`config.mk`:
```
export PLATFORM = sky130hd
export DESIGN_NAME = prism_cfg_sequencer
export DESIGN_NICKNAME = d
export VERILOG_FILES = /design/src/rtl/prism_cfg_pkg.sv /design/src/rtl/prism_cfg_timer.sv /design/src/rtl/prism_cfg_sequencer.sv
export SDC_FILE = /design/constraint.sdc
export NUM_CORES = 1
export LEC_CHECK = 0
export ABC_AREA = 1
export ABC_CLOCK_PERIOD_IN_PS = 2600
export CAP_MARGIN = 15
export CORE_MARGIN = 5
export CORE_UTILIZATION = 33
export CTS_CLUSTER_SIZE = 10
export DETAILED_ROUTE_END_ITERATION = 10
export PLACE_DENSITY = 0.68
export SYNTH_ARGS = -nofsm -noshare
export SYNTH_HDL_FRONTEND = slang
export SYNTH_SLANG_ARGS = --single-unit
export TNS_END_PERCENT = 30
```
`constraint.sdc`:
```
create_clock -name clk -period 2.6 [get_ports clk]
set_clock_uncertainty 0.1 [all_clocks]
set_input_delay 0.52 -clock clk [delete_from_list [all_inputs] [get_ports clk]]
set_output_delay 0.52 -clock clk [all_outputs]
set_load 0.03 [all_outputs]
```
`src/rtl/prism_cfg_pkg.sv`:
```
// Shared types and sizing for the PRISM configuration-chain sequencer.
package prism_cfg_pkg;

    localparam int PRISM_CFG_WIDTH = 48;
    localparam int PRISM_CFG_DEPTH = 8;
    localparam int IDX_W           = $clog2(PRISM_CFG_DEPTH);
    localparam int TMR_W           = 4;

    typedef enum logic [2:0] {
        IDLE  = 3'd0,
        HALT  = 3'd1,
        PULSE = 3'd2,
        GAP   = 3'd3,
        DONE  = 3'd4
    } state_t;

endpackage

```
`src/rtl/prism_cfg_timer.sv`:
```
// Down-counter shared by the halt-ack timeout and the inter-pulse gap.
module prism_cfg_timer
    import prism_cfg_pkg::*;
(
    input  logic             clk,
    input  logic             rst_n,
    input  logic             load,
    input  logic [TMR_W-1:0] load_val,
    input  logic             en,
    output logic             zero
);

    logic [TMR_W-1:0] count;

    always_ff @(posedge clk) begin
        if (!rst_n) begin
            count <= '0;
        end else if (load) begin
            count <= load_val;
        end else if (en && (count != '0)) begin
            count <= count - TMR_W'(1);
        end
    end

    assign zero = (count == '0);

endmodule

```
`src/rtl/prism_cfg_sequencer.sv`:
```
// Stages a configuration word from two bus writes, halts PRISM, then shifts it
// into the latch chain with one-hot, non-overlapping, registered enables.
//
//   state | meaning
//   IDLE  | accepting writes; wr_hi commits the staged word
//   HALT  | halt_req asserted, waiting for halt_ack or timeout
//   PULSE | one latch_en bit high for this cycle
//   GAP   | all enables low for GAP_CYCLES cycles
//   DONE  | done pulse, load_count bump, release halt next edge
module prism_cfg_sequencer
    import prism_cfg_pkg::*;
#(
    parameter int WIDTH        = PRISM_CFG_WIDTH,
    parameter int DEPTH        = PRISM_CFG_DEPTH,
    parameter int GAP_CYCLES   = 1,
    parameter int HALT_TIMEOUT = 15
) (
    input  logic             clk,
    input  logic             rst_n,
    input  logic             wr_lo,
    input  logic             wr_hi,
    input  logic [31:0]      wdata,
    input  logic             clr_err,
    input  logic             halt_ack,
    output logic [WIDTH-1:0] config_data,
    output logic [DEPTH-1:0] latch_en,
    output logic             halt_req,
    output logic             busy,
    output logic             done,
    output logic [3:0]       load_count,
    output logic             err_overrun,
    output logic             err_timeout
);

    localparam int IW = (DEPTH == PRISM_CFG_DEPTH) ? IDX_W : $clog2(DEPTH);
    localparam int HW = WIDTH - 32;

    state_t           state;
    state_t           state_nx;
    logic [IW-1:0]    idx;
    logic [IW-1:0]    idx_nx;
    logic [WIDTH-1:0] stage;
    logic [WIDTH-1:0] stage_nx;
    logic [DEPTH-1:0] latch_nx;

    logic             tmr_load;
    logic             tmr_en;
    logic             tmr_zero;
    logic [TMR_W-1:0] tmr_val;

    logic             timeout_evt;
    logic             overrun_evt;
    logic             count_evt;

    prism_cfg_timer u_timer (
        .clk      (clk),
        .rst_n    (rst_n),
        .load     (tmr_load),
        .load_val (tmr_val),
        .en       (tmr_en),
        .zero     (tmr_zero)
    );

    always_comb begin
        stage_nx = stage;
        if (wr_lo) begin
            stage_nx[31:0] = wdata;
        end
        if (wr_hi) begin
            stage_nx[WIDTH-1:32] = wdata[HW-1:0];
        end
    end

    always_comb begin
        state_nx    = state;
        idx_nx      = idx;
        tmr_load    = 1'b0;
        tmr_val     = '0;
        tmr_en      = 1'b0;
        timeout_evt = 1'b0;
        unique case (state)
            IDLE: begin
                if (wr_hi) begin
                    state_nx = HALT;
                    tmr_load = 1'b1;
                    tmr_val  = TMR_W'(HALT_TIMEOUT - 1);
                end
            end
            HALT: begin
                tmr_en = 1'b1;
                if (halt_ack) begin
                    state_nx = PULSE;
                    idx_nx   = IW'(DEPTH - 1);
                end else if (tmr_zero) begin
                    // No ack in time: flag it and reconfigure regardless.
                    timeout_evt = 1'b1;
                    state_nx    = PULSE;
                    idx_nx      = IW'(DEPTH - 1);
                end
            end
            PULSE: begin
                state_nx = GAP;
                tmr_load = 1'b1;
                tmr_val  = TMR_W'(GAP_CYCLES - 1);
            end
            GAP: begin
                tmr_en = 1'b1;
                if (tmr_zero) begin
                    if (idx == '0) begin
                        state_nx = DONE;
                    end else begin
                        state_nx = PULSE;
                        idx_nx   = idx - IW'(1);
                    end
                end
            end
            DONE: begin
                state_nx = IDLE;
            end
            default: begin
                state_nx = IDLE;
            end
        endcase
    end

    // Enables are decoded from the next state so each bit comes straight off a flop.
    always_comb begin
        latch_nx = '0;
        if (state_nx == PULSE) begin
            latch_nx[idx_nx] = 1'b1;
        end
    end

    assign overrun_evt = (wr_lo || wr_hi) && (state != IDLE);
    assign count_evt   = (state_nx == DONE);

    always_ff @(posedge clk) begin
        if (!rst_n) begin
            state       <= IDLE;
            idx         <= '0;
            stage       <= '0;
            config_data <= '0;
            latch_en    <= '0;
            halt_req    <= 1'b0;
            busy        <= 1'b0;
            done        <= 1'b0;
            load_count  <= '0;
            err_overrun <= 1'b0;
            err_timeout <= 1'b0;
        end else begin
            state    <= state_nx;
            idx      <= idx_nx;
            latch_en <= latch_nx;
            halt_req <= (state_nx != IDLE);
            busy     <= (state_nx != IDLE);
            done     <= (state_nx == DONE);

            if (state == IDLE) begin
                stage <= stage_nx;
                if (wr_hi) begin
                    config_data <= stage_nx;
                end
            end

            err_overrun <= overrun_evt || (err_overrun && !clr_err);
            err_timeout <= timeout_evt || (err_timeout && !clr_err);

            if (clr_err) begin
                load_count <= count_evt ? 4'd1 : 4'd0;
            end else if (count_evt && (load_count != 4'(DEPTH))) begin
                load_count <= load_count + 4'd1;
            end
        end
    end

endmodule

```
==> results.yml <==
synthesis:
  synth_top_area_share_pct: 48.9
  synth_seq_area_share_pct: 48.9
  synth_cells: 590
  synthDistinctLibCells: 24
  ys.warnings.count: 0
  async_flop_share_pct: 0
  synth_area_per_cell_um2: 7.35
  synth_top_cell_by_area: "dfxtp_1"
  synth_seq_cells: 106
  synth_nets: 633
  synth_area_leaders: "dfxtp_1, o21ai_0, a21oi_1, nand2_1, inv_1"
  synth.cell_area_um2: 4340
  synth-edff-count: 0
  ys.flop_type: "dfxtp_1"
floorplan:
  initial_core_util_pct: 34.0
  core_area_um2: 12800
  num_io_pins: 103
  placementRows: 41
  die_height_um: 125
  dieArea_um2: 15500
  die_x_um: 125
sta:
  relSlewSlack_pct: 40.6
  finalMaxSlewViolations: 0
  fin_crit_ps: 2030
  hold_viol_final: 0
  fmax_mhz: 492
  holdWs_ps: 347
  worst_pin_slew_ps: 890
  rsz0062_at_grt: "no"
  fin_crit_sh_pct: 78.2
  setup_violations: 0
  setup-tns-final_ps: 0
layout:
  layout.nets: 713
  area_growth_pct: 33.5
  final_area_um2: 5790
  drive_gt1_share_pct: 4.60
  postLayoutCoreUtil_pct: 45.3
  num_antenna_cells: 0
routing:
  drc: 0
  vias_per_cell: 4.68
  antenna_left: 0
  first_pass_iters: 5
  post_drt_wl_per_cell_um: 13.2
  drt-total-wl_um: 11100
  dr.first_iter.drc_count: 187
  dr_total_vias: 3963
setup_path:
  worst_path_max_delay_cell: "clkdlybuf4s50_1"
  critical-path-top-delay-family: "buffers and inverters"
  cp_max_fo: 2
  required_ps: 1980
  path_class: "flip-flop to output pin"
  worst_setup_path_start_kind: "flip-flop"
  cp-end-kind: "output pin"
  crit_buf_inv: 1
  cp_cell_sequence: "clkdlybuf4s50_1"
  worstPathArrival_ps: 1410
  max_stage_delay_ps: 690
clocking:
  cts_setup_buffers: 0
  clock_tree.htree_level_count: 3
  numCtsBuffers: 9
  cts-root-buf: "clkbuf_16"
  worstSkewPairLatency_ps: 340
  path_clk_slew_ps: 70
  ctsResizeCount: 0
  cts_hold_buf: 0
  clock_path_buffers: 2
  cts_sinks: 106
  cts_tree: "done"
placement:
  place.detailed.hpwl_um: 7620
  port_buffers: 102
  placed_area_um2: 5470
  gp_congestion: 0.803
global_routing:
  first_global_vias: 3777
  grt_first_pass_wirelength_um: 18500
  track_usage_pct: 14.1
  grt_max_degree: 66
  antenna_found_initial: 0
  grt.overflow.total: 0
worst_hold_path:
  hp-class: "flip-flop to flip-flop"
power_and_ir_drop:
  ir_worst_vdd_mv: 0.382
  power_density_nw_per_um2: 798
  p_leak_nw: 2.24
  finalPower_mw: 4.62
run_status:
  status: "finished, final reports clean"
job:
  drv_cap: 0
[Yosys cell counts, types with 2 or more instances]
cell type and count:
o21ai_0 87, o21ai_1 2, buf_2 13, nand4_1 2
o21ai_2 3, nand3_1 42, nor2_1 30, nor3_1 2
nand2_1 103, a31oi_1 3, ha_1 5, dfxtp_1 106
a21oi_1 81, inv_1 76, xnor2_1 2, clkbuf_1 25
[stage by stage]
step / worst slack, ps / cells
floorplan: 1010 / 590
global placement: 543 / 831
detailed placement: 377 / 831
CTS: 549 / 846
global route: 492 / 846
finish: 567 / 846
[worst paths after layout]
check        slack, ps                to             start  cells after the start
max reg2reg        700  u_timer.count[2]  u_timer.count[0]                      7
min                350   config_data[46]   config_data[46]                      2
max                570   config_data[32]   config_data[32]                      1
min reg2reg        350   config_data[46]   config_data[46]                      2
[sequential cells by signal (all words and copies together), names as in the netlist, 3 cells and up]
signal,count
config_data,48
stage,32
latch_en,8
load_count,4
u_timer.count,4
idx,3
state,3
[routing by layer]
| layer | track usage (%) | vias to the layer above | wire, um |
|---|---|---|---|
| met5 | 0 | - | 0 |
| met4 | 4.71 | 0 | 170 |
| met3 | 3.04 | 10 | 481 |
| met2 | 22.9 | 87 | 5190 |
| met1 | 18.7 | 1803 | 5300 |
| li1 | - | 2063 | - |
[report_power, final]
group / internal [mW] / switching [mW] / leakage, nW
Combinational: 0.445 / 0.785 / 1.22
Sequential: 1.84 / 0.102 / 0.871
Clock: 0.867 / 0.580 / 0.152
[tightest hold or removal path: stages, from the launching register on]
cell	delay (ps)
dfxtp_1	310
inv_1	50
a21oi_1	50
[placed cells by master (no fill, tap or decap), drive strengths merged, types with 3 or more instances in the layout]
master         netlist  routed
a21oi               81      81
a31oi                3       3
buf                 14       8
clkbuf              25      11
clkdlybuf4s50        0     100
dfxtp              106     106
ha                   5       5
inv                 77      77
nand2              104     104
nand3               42      42
nor2                31      31
nor3                 3       3
o21ai               92      92
[layout make-up]
class                           count  area, um^2
Clock buffer                       11         243
Clock inverter                      4        76.3
Fill cell                        1248        6990
Inverter                           77         289
Multi-Input combinational cell    368        1760
Sequential cell                   106        2120
Tap cell                          172         215
Timing Repair Buffer              108        1080
[cell families after synthesis]
group / Yosys count / synth area share (%)
AOI/OAI and AO/OA: 177 / 20.8
xor gates and xnor gates: 3 / 0.606
adders and majority gates: 5 / 1.44
buffers and inverters: 116 / 10.5
DFF: 106 / 48.9
and+or+nand+nor: 183 / 17.7
Note: power is estimated with default switching activity, not from simulation.
